==> src/rtl/cnn1d_pkg.sv <==
// Shared types and helpers for the cnn1d datapath slice.
//   req_id_t      : requester ID wide enough for the largest supported arbiter
//   issue_state_t : issue-side lock state of exp_arbiter
//   rr_pick()     : round-robin pick over a request mask starting at a pointer
package cnn1d_pkg;

    localparam int unsigned MAX_REQ      = 32;
    localparam int unsigned MAX_ID_WIDTH = $clog2(MAX_REQ);

    // Users narrow this to their own ID_WIDTH with a size cast.
    typedef logic [MAX_ID_WIDTH-1:0] req_id_t;

    typedef enum logic {
        ISSUE_IDLE,
        ISSUE_HOLD
    } issue_state_t;

    // First set bit of mask[n-1:0] at or after ptr, searching cyclically.
    // Returns 0 when the mask is empty; callers qualify with |mask.
    function automatic req_id_t rr_pick(input logic [MAX_REQ-1:0] mask,
                                        input int unsigned        ptr,
                                        input int unsigned        n);
        req_id_t     pick;
        logic        found;
        int unsigned idx;
        pick  = '0;
        found = 1'b0;
        for (int unsigned k = 0; k < MAX_REQ; k++) begin
            if (k < n) begin
                idx = ptr + k;
                if (idx >= n) begin
                    idx = idx - n;
                end
                if (!found && mask[idx[MAX_ID_WIDTH-1:0]]) begin
                    pick  = req_id_t'(idx);
                    found = 1'b1;
                end
            end
        end
        return pick;
    endfunction

endpackage

==> src/rtl/exp_tag_fifo.sv <==
// In-order tag FIFO holding the requester ID of each operand issued to the
// exp unit and not yet returned.
//   clk, rst        : clock, asynchronous active-low reset
//   push, push_data : enqueue one tag (ignored when full)
//   pop, pop_data   : dequeue head tag (ignored when empty); pop_data = head
//   full, empty     : occupancy flags
//   count           : number of stored tags, 0..DEPTH
module exp_tag_fifo #(
    parameter int WIDTH = 2,
    parameter int DEPTH = 8
) (
    input  logic                     clk,
    input  logic                     rst,
    input  logic                     push,
    input  logic [WIDTH-1:0]         push_data,
    input  logic                     pop,
    output logic [WIDTH-1:0]         pop_data,
    output logic                     full,
    output logic                     empty,
    output logic [$clog2(DEPTH):0]   count
);

    localparam int AW = $clog2(DEPTH);

    logic [WIDTH-1:0] mem [DEPTH];
    logic [AW-1:0]    wr_ptr;
    logic [AW-1:0]    rd_ptr;
    logic             do_push;
    logic             do_pop;

    assign full     = (count == (AW+1)'(DEPTH));
    assign empty    = (count == '0);
    assign do_push  = push & ~full;
    assign do_pop   = pop & ~empty;
    assign pop_data = mem[rd_ptr];

    always_ff @(posedge clk) begin
        if (do_push) begin
            mem[wr_ptr] <= push_data;
        end
    end

    // DEPTH is a power of two, so the pointers wrap naturally.
    always_ff @(posedge clk or negedge rst) begin
        if (!rst) begin
            wr_ptr <= '0;
            rd_ptr <= '0;
            count  <= '0;
        end else begin
            if (do_push) begin
                wr_ptr <= wr_ptr + 1'b1;
            end
            if (do_pop) begin
                rd_ptr <= rd_ptr + 1'b1;
            end
            case ({do_push, do_pop})
                2'b10:   count <= count + 1'b1;
                2'b01:   count <= count - 1'b1;
                default: count <= count;
            endcase
        end
    end

endmodule

==> src/rtl/exp_arbiter.sv <==
// Shares one in-order pipelined exp unit between NUM_REQ ready/valid lanes.
// Operands are granted round-robin and forwarded combinationally; each issued
// lane ID is logged in a tag FIFO so results route back to their origin.
//   clk, rst                         : clock, asynchronous active-low reset
//   arb_valid_in/ready_in/data_in    : per-lane operand channel
//   arb_valid_out/ready_out/data_out : per-lane result channel (data broadcast)
//   exp_valid_in/ready_in/data_in    : operand channel to the exp unit
//   exp_valid_out/ready_out/data_out : result channel from the exp unit
//   arb_err                          : sticky, result seen with no tag pending
module exp_arbiter
    import cnn1d_pkg::*;
#(
    parameter int NUM_REQ         = 4,
    parameter int DATA_WIDTH      = 12,
    parameter int MAX_OUTSTANDING = 8
) (
    input  logic                            clk,
    input  logic                            rst,
    input  logic [NUM_REQ-1:0]              arb_valid_in,
    output logic [NUM_REQ-1:0]              arb_ready_in,
    input  logic [NUM_REQ*DATA_WIDTH-1:0]   arb_data_in,
    output logic [NUM_REQ-1:0]              arb_valid_out,
    input  logic [NUM_REQ-1:0]              arb_ready_out,
    output logic [NUM_REQ*DATA_WIDTH-1:0]   arb_data_out,
    output logic                            exp_valid_in,
    input  logic                            exp_ready_in,
    output logic [DATA_WIDTH-1:0]           exp_data_in,
    input  logic                            exp_valid_out,
    output logic                            exp_ready_out,
    input  logic [DATA_WIDTH-1:0]           exp_data_out,
    output logic                            arb_err
);

    localparam int ID_WIDTH = $clog2(NUM_REQ);
    localparam int CNT_W    = $clog2(MAX_OUTSTANDING) + 1;

    issue_state_t          state_q, state_d;
    logic [ID_WIDTH-1:0]   rr_ptr_q;
    logic [ID_WIDTH-1:0]   locked_id_q;
    logic [ID_WIDTH-1:0]   grant_id;
    logic [ID_WIDTH-1:0]   head_id;
    logic                  grant_vld;
    logic                  xfer;
    logic                  pop;
    logic                  fifo_full;
    logic                  fifo_empty;
    logic [CNT_W-1:0]      fifo_count;
    logic                  unused_count;

    assign unused_count = ^fifo_count;

    // Issue side. Grant is gated by rst so every output is low while reset is
    // held, even though the lane valids are not.
    always_comb begin
        grant_vld = 1'b0;
        grant_id  = rr_ptr_q;
        if (rst) begin
            if (state_q == ISSUE_HOLD) begin
                grant_vld = 1'b1;
                grant_id  = locked_id_q;
            end else if (!fifo_full && (|arb_valid_in)) begin
                grant_vld = 1'b1;
                grant_id  = ID_WIDTH'(rr_pick(MAX_REQ'(arb_valid_in),
                                              32'(rr_ptr_q), NUM_REQ));
            end
        end
    end

    assign xfer = grant_vld & exp_ready_in;

    always_comb begin
        exp_valid_in = grant_vld;
        exp_data_in  = '0;
        arb_ready_in = '0;
        for (int unsigned i = 0; i < NUM_REQ; i++) begin
            if (grant_id == ID_WIDTH'(i)) begin
                exp_data_in     = arb_data_in[i*DATA_WIDTH +: DATA_WIDTH];
                arb_ready_in[i] = grant_vld & exp_ready_in;
            end
        end
    end

    always_comb begin
        state_d = state_q;
        case (state_q)
            ISSUE_IDLE: if (grant_vld && !exp_ready_in) state_d = ISSUE_HOLD;
            ISSUE_HOLD: if (exp_ready_in)               state_d = ISSUE_IDLE;
            default:    state_d = ISSUE_IDLE;
        endcase
    end

    always_ff @(posedge clk or negedge rst) begin
        if (!rst) begin
            state_q     <= ISSUE_IDLE;
            locked_id_q <= '0;
            rr_ptr_q    <= '0;
        end else begin
            state_q <= state_d;
            if (state_q == ISSUE_IDLE && state_d == ISSUE_HOLD) begin
                locked_id_q <= grant_id;
            end
            if (xfer) begin
                rr_ptr_q <= (grant_id == ID_WIDTH'(NUM_REQ-1)) ? '0 : grant_id + 1'b1;
            end
        end
    end

    // Return side: only the head tag's lane sees the result, and its ready
    // alone backpressures the exp unit.
    always_comb begin
        arb_valid_out = '0;
        exp_ready_out = 1'b0;
        for (int unsigned i = 0; i < NUM_REQ; i++) begin
            if (!fifo_empty && head_id == ID_WIDTH'(i)) begin
                arb_valid_out[i] = exp_valid_out;
                exp_ready_out    = arb_ready_out[i];
            end
        end
    end

    assign pop          = exp_valid_out & exp_ready_out;
    assign arb_data_out = {NUM_REQ{exp_data_out}};

    always_ff @(posedge clk or negedge rst) begin
        if (!rst) begin
            arb_err <= 1'b0;
        end else if (exp_valid_out && fifo_empty) begin
            arb_err <= 1'b1;
        end
    end

    exp_tag_fifo #(
        .WIDTH (ID_WIDTH),
        .DEPTH (MAX_OUTSTANDING)
    ) u_tag_fifo (
        .clk       (clk),
        .rst       (rst),
        .push      (xfer),
        .push_data (grant_id),
        .pop       (pop),
        .pop_data  (head_id),
        .full      (fifo_full),
        .empty     (fifo_empty),
        .count     (fifo_count)
    );

endmodule

==> config.mk <==
export PLATFORM = sky130hd
export DESIGN_NAME = exp_arbiter
export DESIGN_NICKNAME = d
export VERILOG_FILES = /design/src/rtl/cnn1d_pkg.sv /design/src/rtl/exp_tag_fifo.sv /design/src/rtl/exp_arbiter.sv
export SDC_FILE = /design/constraint.sdc
export NUM_CORES = 1
export LEC_CHECK = 0
export CAP_MARGIN = 20
export CORE_AREA = 2 2 86 88
export CTS_BUF_LIST = sky130_fd_sc_hd__clkbuf_8 sky130_fd_sc_hd__clkbuf_16
export DETAILED_ROUTE_END_ITERATION = 6
export DIE_AREA = 0 0 88 90
export PLACE_DENSITY = 0.89
export SETUP_SLACK_MARGIN = 0.1
export SLEW_MARGIN = 15
export SYNTH_ARGS = -nofsm -noshare
export SYNTH_HDL_FRONTEND = slang
export SYNTH_SLANG_ARGS = --single-unit
==> constraint.sdc <==
create_clock -name clk -period 5.2 [get_ports clk]
set_input_delay 1.04 -clock clk [delete_from_list [all_inputs] [get_ports clk]]
set_output_delay 1.04 -clock clk [all_outputs]
set_load 0.05 [all_outputs]
==> results of run 1 <==
## final cells by class
type / instances / area, um2 / share of cell area
Clock buffer: 5 / 68.8 / 0.0177
Multi-Input combinational cell: 188 / 1540 / 0.395
Timing Repair Buffer: 102 / 1200 / 0.308
Inverter: 11 / 41.3 / 0.0106
Tap cell: 99 / 124 / 0.0319
Clock inverter: 3 / 37.5 / 0.00965
Sequential cell: 32 / 881 / 0.227
## metal layers
metal | share of wire | track usage
met1 | 0.37 | 0.177
met2 | 0.54 | 0.301
met3 | 0.063 | 0.0432
met4 | 0.023 | 0.0872
met5 | 0 | 0
## through the flow
stage          instances  instance area, um2  setup slack [ps]  TNS, ps
6_report             440                3890               306        0
5_1_grt              440                3890               175        0
4_1_cts              438                3750               107        0
3_5_place_dp         428                3590             -68.0     -151
3_3_place_gp         428                3590              16.3        0
2_1_floorplan        292                2760               123        0
## power breakdown
group | internal [mW] | switching [mW] | total, mW
Sequential | 0.364 | 0.106 | 0.471
Combinational | 1.04 | 1.17 | 2.21
Clock | 0.139 | 0.0897 | 0.229
## worst reg2reg max path, cell delays in order, from the launching register on
cell	delay, ps
dfrtp_1	580
inv_1	130
ha_1	370
mux4_2	250
or3b_4	400
a2111oi_4	350
a21o_1	160
buf_4	120
a31oi_1	120
buf_4	200
ha_1	230
buf_12	170
o31ai_1	310
## cell families after synthesis
family	synth area share
simple gates	0.162
mux	0.121
flops	0.325
compound gates	0.130
xor+xnor	0.0258
buf+inv	0.170
fa+ha+maj	0.0673
## Yosys cell counts (all sizes together)
| master | n |
|---|---|
| buf | 50 |
| inv | 11 |
| or3b | 2 |
| a31o | 1 |
| o311a | 1 |
| a31oi | 2 |
| nand3 | 3 |
| o211ai | 1 |
| xnor2 | 6 |
| clkbuf | 11 |
| nand2b | 2 |
| ha | 13 |
| a211oi | 1 |
| nand2 | 30 |
| fa | 1 |
| a21oi | 20 |
| o311ai | 1 |
| nor4b | 2 |
| o21a | 1 |
| xor2 | 2 |
| nor3b | 2 |
| a21o | 3 |
| o211a | 1 |
| and2 | 5 |
| mux2i | 9 |
| nor4 | 3 |
| nand3b | 8 |
| edfxtp | 16 |
| o31ai | 1 |
| o31a | 1 |
| nor2b | 6 |
| nor2 | 17 |
| dfrtp | 16 |
| a2111oi | 1 |
| o41ai | 1 |
| mux4 | 7 |
| nor3 | 7 |
| mux2 | 5 |
| o21ai | 17 |
| a22oi | 5 |
## state kept, by name (all words and copies together) (netlist names)
name               cells
arb_err                1
u_tag_fifo.count       4
state_q                1
u_tag_fifo.wr_ptr      3
locked_id_q            2
u_tag_fifo.rd_ptr      3
u_tag_fifo.mem        16
rr_ptr_q               2
## worst paths after layout
path / to / startpoint / slack, ps / cells after the start
max: exp_data_in[11] / arb_valid_in[1] / 310 / 14
min reg2reg: arb_err / arb_err / 480 / 1
max reg2reg: rr_ptr_q[0] / rr_ptr_q[1] / 1690 / 12
min in group asynchronous: u_tag_fifo.count[2] / rst / 1150 / 2
max in group asynchronous: arb_err / rst / 3830 / 2
min: arb_err / arb_err / 480 / 1
## repair_timing
action                                  CTS  global route
gates resized for setup                   9            22
pin swaps                                 0            10
cloned                                    0             1
hold buffers                              0             0
setup buffers                             2             1
endpoints found under the setup margin   12            13
==> run_results.csv, run 1 <==
group,metric,value,unit
yosys,postSynthCellCount,292,
sta,slew_headroom,0.526,
yosys,ys_ff_latch,32,
final_layout,layout_commonest_cell,"clkdlybuf4s50_1",
floorplan,start_util,0.387,
sta,fin_crit_sh,0.941,
clock_tree,cts_inserted_buffers,5,
yosys,yosysWarnings,0,
floorplan,dieArea,7920,um2
critical_path,end_kind,"primary output",
floorplan,io_pins,143,
clock_tree,ctsHtreeMaxLevel,2,
grt,grt_pass1_vias,2374,
yosys,yosysSeqAreaShare,0.325,
final_layout,fill_cells,573,
placement,portBuffers,82,
detailed_routing,routedWlPerCell,15.1,um
clock_tree,root_buffer,"clkbuf_8",
yosys,ys_types,47,
yosys,synth_top_cell_area_share,0.177,
sta,rsz0062_at_grt,"no",
detailed_routing,vias,2270,
grt,antenna_found_initial,0,
sta,hold_viol,0,
floorplan,die_y,90,um
power,ir_worst_vdd,0.000494,V
critical_path,critPathLaunchType,"input port",
detailed_routing,drtIter0Drc,178,
detailed_routing,antenna_left,0,
critical_path,critical_path.max_fanout,8,
clock_tree,clk_latency,290,ps
sta,fmaxAchievable,204,MHz
yosys,ys_top_cells_by_area,"edfxtp_1 18%, dfrtp_1 15%, buf_4 14%",
sta,setup_viol,0,
yosys,syn_avg_cell_area,9.29,um2
final_layout,layout-drive-gt1-share,0.249,
worst_hold_path,min_path_type,"flop to flop",
grt,grt_max_degree,27,
detailed_routing,firstDrtPassIters,4,
clock_tree,clk_path_buf_depth,2,
power,p_leak,1.55,nW
detailed_routing,drc_errors,0,
critical_path,worstPathCellList,"dlymetal6s2s_1 -> mux4_2 -> or3b_4 -> a2111oi_4 -> a21o_1 -> a31o_4 -> ha_4 -> buf_8 -> buf_4 -> a22oi_1 -> nor2_1 -> a21oi_2 -> o21ai_2 -> buf_12",
status,status,"complete, no violations",
critical_path,crit_buf_inv,4,
final_layout,final_util,0.554,
critical_path,critical_path.top_delay_family,"compound AO/OA/AOI/OAI gates",
detailed_routing,routed_wl,6630,um
grt,grt_usage,0.168,
sta,tightest_slew,701,ps
sta,slew_violations,0,
clock_tree,cts.sinks,32,
yosys,netlist_area,2710,um2
floorplan,die_x,88,um
clock_tree,cts_tree,"built",
critical_path,critPathMaxStageDelay,490,ps
sta,hold_slack,481,ps
critical_path,required,4160,ps
power,power,2.91,mW
sta,skew,3.83,ps
flow_run,cap_violations,0,
placement,gp_congestion,0.825,
detailed_routing,routed_via_density,5.16,
floorplan,row_count,31,
grt,grt_pass1_wl,10600,um
floorplan,core_area,7020,um2
critical_path,cp_slowest_cell,"mux4_2",
final_layout,num-nets-final,426,
critical_path,worst-setup-path-type,"input port to primary output",
power,power_density,749,nW/um2
clock_tree,clk_pin_slew,60,ps
grt,grt-ovfl-total,0,
yosys,synth_fp_nets,378,
final_layout,final_cell_mix,"62 x clkdlybuf4s50_1, 28 x nand2_1, 18 x buf_12, 17 x nor2_1",
placement,dp.final_hpwl,5090,um
yosys,synth_top_area_cell,"edfxtp_1",
final_layout,area_growth,43.3,%
final_layout,antenna_cells,0,
critical_path,cp.arrival,3850,ps
sta,min_period,4890,ps
Power figures use the tool's default switching activity.
==> run 2, diff against run 1 <==
--- a/config.mk
+++ b/config.mk
@@ -12,7 +12,6 @@
 export DIE_AREA = 0 0 88 90
 export PLACE_DENSITY = 0.89
 export SETUP_SLACK_MARGIN = 0.1
-export SLEW_MARGIN = 15
 export SYNTH_ARGS = -nofsm -noshare
 export SYNTH_HDL_FRONTEND = slang
 export SYNTH_SLANG_ARGS = --single-unit
==> results of run 2 <==
Same layout as run 1: the final DEF is identical, and so are final timing and power.
==> run 3, diff against run 2 <==
--- a/config.mk
+++ b/config.mk
@@ -6,11 +6,11 @@
 export NUM_CORES = 1
 export LEC_CHECK = 0
 export CAP_MARGIN = 20
-export CORE_AREA = 2 2 86 88
+export CORE_AREA = 2 2 83 85
 export CTS_BUF_LIST = sky130_fd_sc_hd__clkbuf_8 sky130_fd_sc_hd__clkbuf_16
 export DETAILED_ROUTE_END_ITERATION = 6
-export DIE_AREA = 0 0 88 90
-export PLACE_DENSITY = 0.89
+export DIE_AREA = 0 0 85 87
+export PLACE_DENSITY = 0.84
 export SETUP_SLACK_MARGIN = 0.1
 export SYNTH_ARGS = -nofsm -noshare
 export SYNTH_HDL_FRONTEND = slang
==> constraint.sdc (replaced) <==
create_clock -name clk -period 6.15 [get_ports clk]
set_input_delay 1.23 -clock clk [delete_from_list [all_inputs] [get_ports clk]]
set_output_delay 1.23 -clock clk [all_outputs]
set_load 0.05 [all_outputs]
==> run 3 against run 2 <==
  * Cell count fell by 7.3%
  * Sequential power fell by 14%
  * Design area decreased by 9.2%
  * Routed wire length decreased by 15%
  * Combinational power decreased by 29%
  * Register-to-register slack gained 1100 ps
  * Non-clock buffer count fell by 13
  * Sequential share of layout area increased by 2.3 points
  * Count of clock-buffer cells in the layout is the same
  * Critical path depth decreased by 1
  * Clock skew is essentially flat
  * Critical path type unchanged
  * Critical endpoint is now exp_data_in[9]
==> run_results.csv, run 3 (same netlist as run 1, synthesis figures left out) <==
group,metric,value,unit
status,status,"complete, no violations",
detailed_routing,routed_via_density,5.26,
critical_path,critPathMaxStageDelay,540,ps
floorplan,start_util,0.413,
sta,tightest_slew,711,ps
critical_path,end_kind,"primary output",
grt,grt_max_degree,27,
clock_tree,clk_latency,290,ps
critical_path,crit_cells,13,
final_layout,layout-drive-gt1-share,0.140,
clock_tree,clk_path_buf_depth,2,
worst_hold_path,min_from,"arb_err",
sta,slew_headroom,0.522,
clock_tree,ctsHtreeMaxLevel,2,
final_layout,final_cell_mix,"66 x clkdlybuf4s50_1, 29 x nand2_1, 20 x a21oi_1, 17 x nor2_1",
final_layout,regMostFlops,"u_tag_fifo.mem",
critical_path,required,4920,ps
sta,skew,3.46,ps
grt,grt-ovfl-total,0,
power,p_switching,1.05,mW
detailed_routing,firstDrtPassIters,4,
worst_hold_path,min_path_type,"flop to flop",
detailed_routing,drc_errors,0,
detailed_routing,antenna_left,0,
grt,grt_pass1_wl,9540,um
placement,dp.final_hpwl,4530,um
detailed_routing,drtIter0Drc,150,
final_layout,num-nets-final,413,
grt,grt_use_met3,0.0588,
critical_path,crit_buf_inv,3,
floorplan,core_area,6570,um2
final_layout,antenna_cells,0,
critical_path,worstPathCellList,"clkdlybuf4s50_1 -> mux4_2 -> or3b_1 -> a2111oi_0 -> a21o_1 -> a31o_2 -> ha_1 -> buf_4 -> a22oi_1 -> nor2_1 -> a21oi_1 -> o21ai_0 -> buf_12",
critical_path,critical_path.max_fanout,20,
sta,fin_setup_tns,0,ps
sta,rsz0062_at_grt,"yes",
sta,slew_violations,0,
grt,grt_use_met2,0.274,
sta,hold_viol,0,
power,intPower,1.15,mW
power,p_leak,1.39,nW
detailed_routing,routed_wl,5640,um
placement,portBuffers,82,
power,power_frac_seq,0.185,
grt,top_usage_layer,"met2",
clock_tree,cts_inserted_buffers,5,
detailed_routing,routedWlPerCell,13.8,um
power,power_switching_share,0.478,
floorplan,row_count,30,
final_layout,largest_register_ffs,16,
critical_path,reg2reg_from,"u_tag_fifo.rd_ptr[0]",
clock_tree,cts.sinks,32,
grt,use_met1,0.175,
sta,fmaxAchievable,172,MHz
floorplan,io_pins,143,
sta,setup_viol,0,
placement,dpl_cell_area,3410,um2
power,ir_worst_vdd,0.000467,V
critical_path,critical_path.top_delay_family,"compound AO/OA/AOI/OAI gates",
flow_run,cap_violations,0,
clock_tree,root_buffer,"clkbuf_8",
detailed_routing,vias,2147,
critical_path,ff2ff_setup_slack,2810,ps
clock_tree,clk_pin_slew,70,ps
sta,min_period,5800,ps
sta,fin_crit_sh,0.944,
clock_tree,cts_tree,"built",
worst_hold_path,whs_path_depth,1,
worst_hold_path,hold_end,"arb_err",
placement,gp_congestion,0.785,
critical_path,cp.arrival,4570,ps
critical_path,worst-setup-path-type,"input port to primary output",
critical_path,worstReg2RegEnd,"u_tag_fifo.count[3]",
final_layout,final_cell_area,3530,um2
power,power_density,622,nW/um2
final_layout,area_growth,30.2,%
clock_tree,cts_setup_buffers,0,
grt,grt_usage,0.156,
critical_path,critPathLaunchType,"input port",
floorplan,dieArea,7400,um2
floorplan,die_y,87,um
power,power,2.20,mW
critical_path,ff2ff_path_depth,12,
power,pwr-share-comb,0.721,
grt,grt_pass1_vias,2195,
final_layout,fill_cells,552,
final_layout,reg_top3,"u_tag_fifo.mem x16, u_tag_fifo.count x4",
final_layout,layout_commonest_cell,"clkdlybuf4s50_1",
grt,antenna_found_initial,0,
critical_path,cp_slowest_cell,"mux4_2",
floorplan,die_x,85,um
power,clkPwrFrac,0.094,
run 3: cell count changes in the layout (fill, tap and decap cells not counted), sizes merged, moves of 2 or more:
cell and change:
clkdlybuf4s50 +4, buf -12, dlymetal6s2s -4, clkinv -2
run 3: layout make-up:
cell class	count	area [um2]	share of cell area
multi-input combinational	188	1370	0.389
clock buffer	5	68.8	0.0195
timing repair buffer	89	1020	0.289
tap	80	100	0.0283
inverter	11	41.3	0.0117
sequential	32	881	0.249
clock inverter	3	46.3	0.0131
run 3: power groups by stage:
stage	Clock, mW	Combinational (mW)	Sequential, mW
floorplan	0	1.08	0.376
global placement	0	1.55	0.404
detailed placement	0	1.58	0.410
CTS	0.212	1.59	0.405
global route	0.219	1.71	0.422
finish	0.206	1.58	0.405
run 3: routing by layer:
layer	routed length, um	vias to the layer above
li1	-	1051
met1	2250	986
met2	2760	98
met3	532	12
met4	107	0
met5	0	-
run 3: worst max path at each step:
stage	startpoint	endpoint	slack [ps]
6_report	arb_valid_in[0]	exp_data_in[9]	350
5_1_grt	arb_valid_in[2]	exp_data_in[10]	70
4_1_cts	arb_valid_in[0]	exp_data_in[9]	260
3_5_place_dp	arb_valid_in[0]	exp_data_in[9]	280
3_3_place_gp	arb_valid_in[2]	exp_data_in[0]	350
2_1_floorplan	arb_valid_in[1]	exp_data_in[6]	160
run 3: timing repair:
action                                  in CTS  in global routing
gates resized for setup                      0                  8
endpoints found under the setup margin       0                 12
hold buffers                                 0                  0
run 3: metrics by stage:
step,hold slack [ps],std cells,worst slack [ps],util
2_1_floorplan,477,292,162,-
3_3_place_gp,439,400,352,0.520
3_5_place_dp,454,400,281,0.520
4_1_cts,474,408,258,0.537
5_1_grt,498,408,67.1,0.538
6_report,480,408,346,0.538
run 3: worst register-to-register path, stage by stage, from the launching register on:
cell and delay [ps]:
dfrtp_1 590, mux4_1 670, mux2i_4 200, mux4_2 370
nand2_2 130, inv_1 50, ha_1 220, ha_1 280
a21o_1 180, a21oi_1 180, xnor2_1 150, nor2_1 70
xor2_1 140
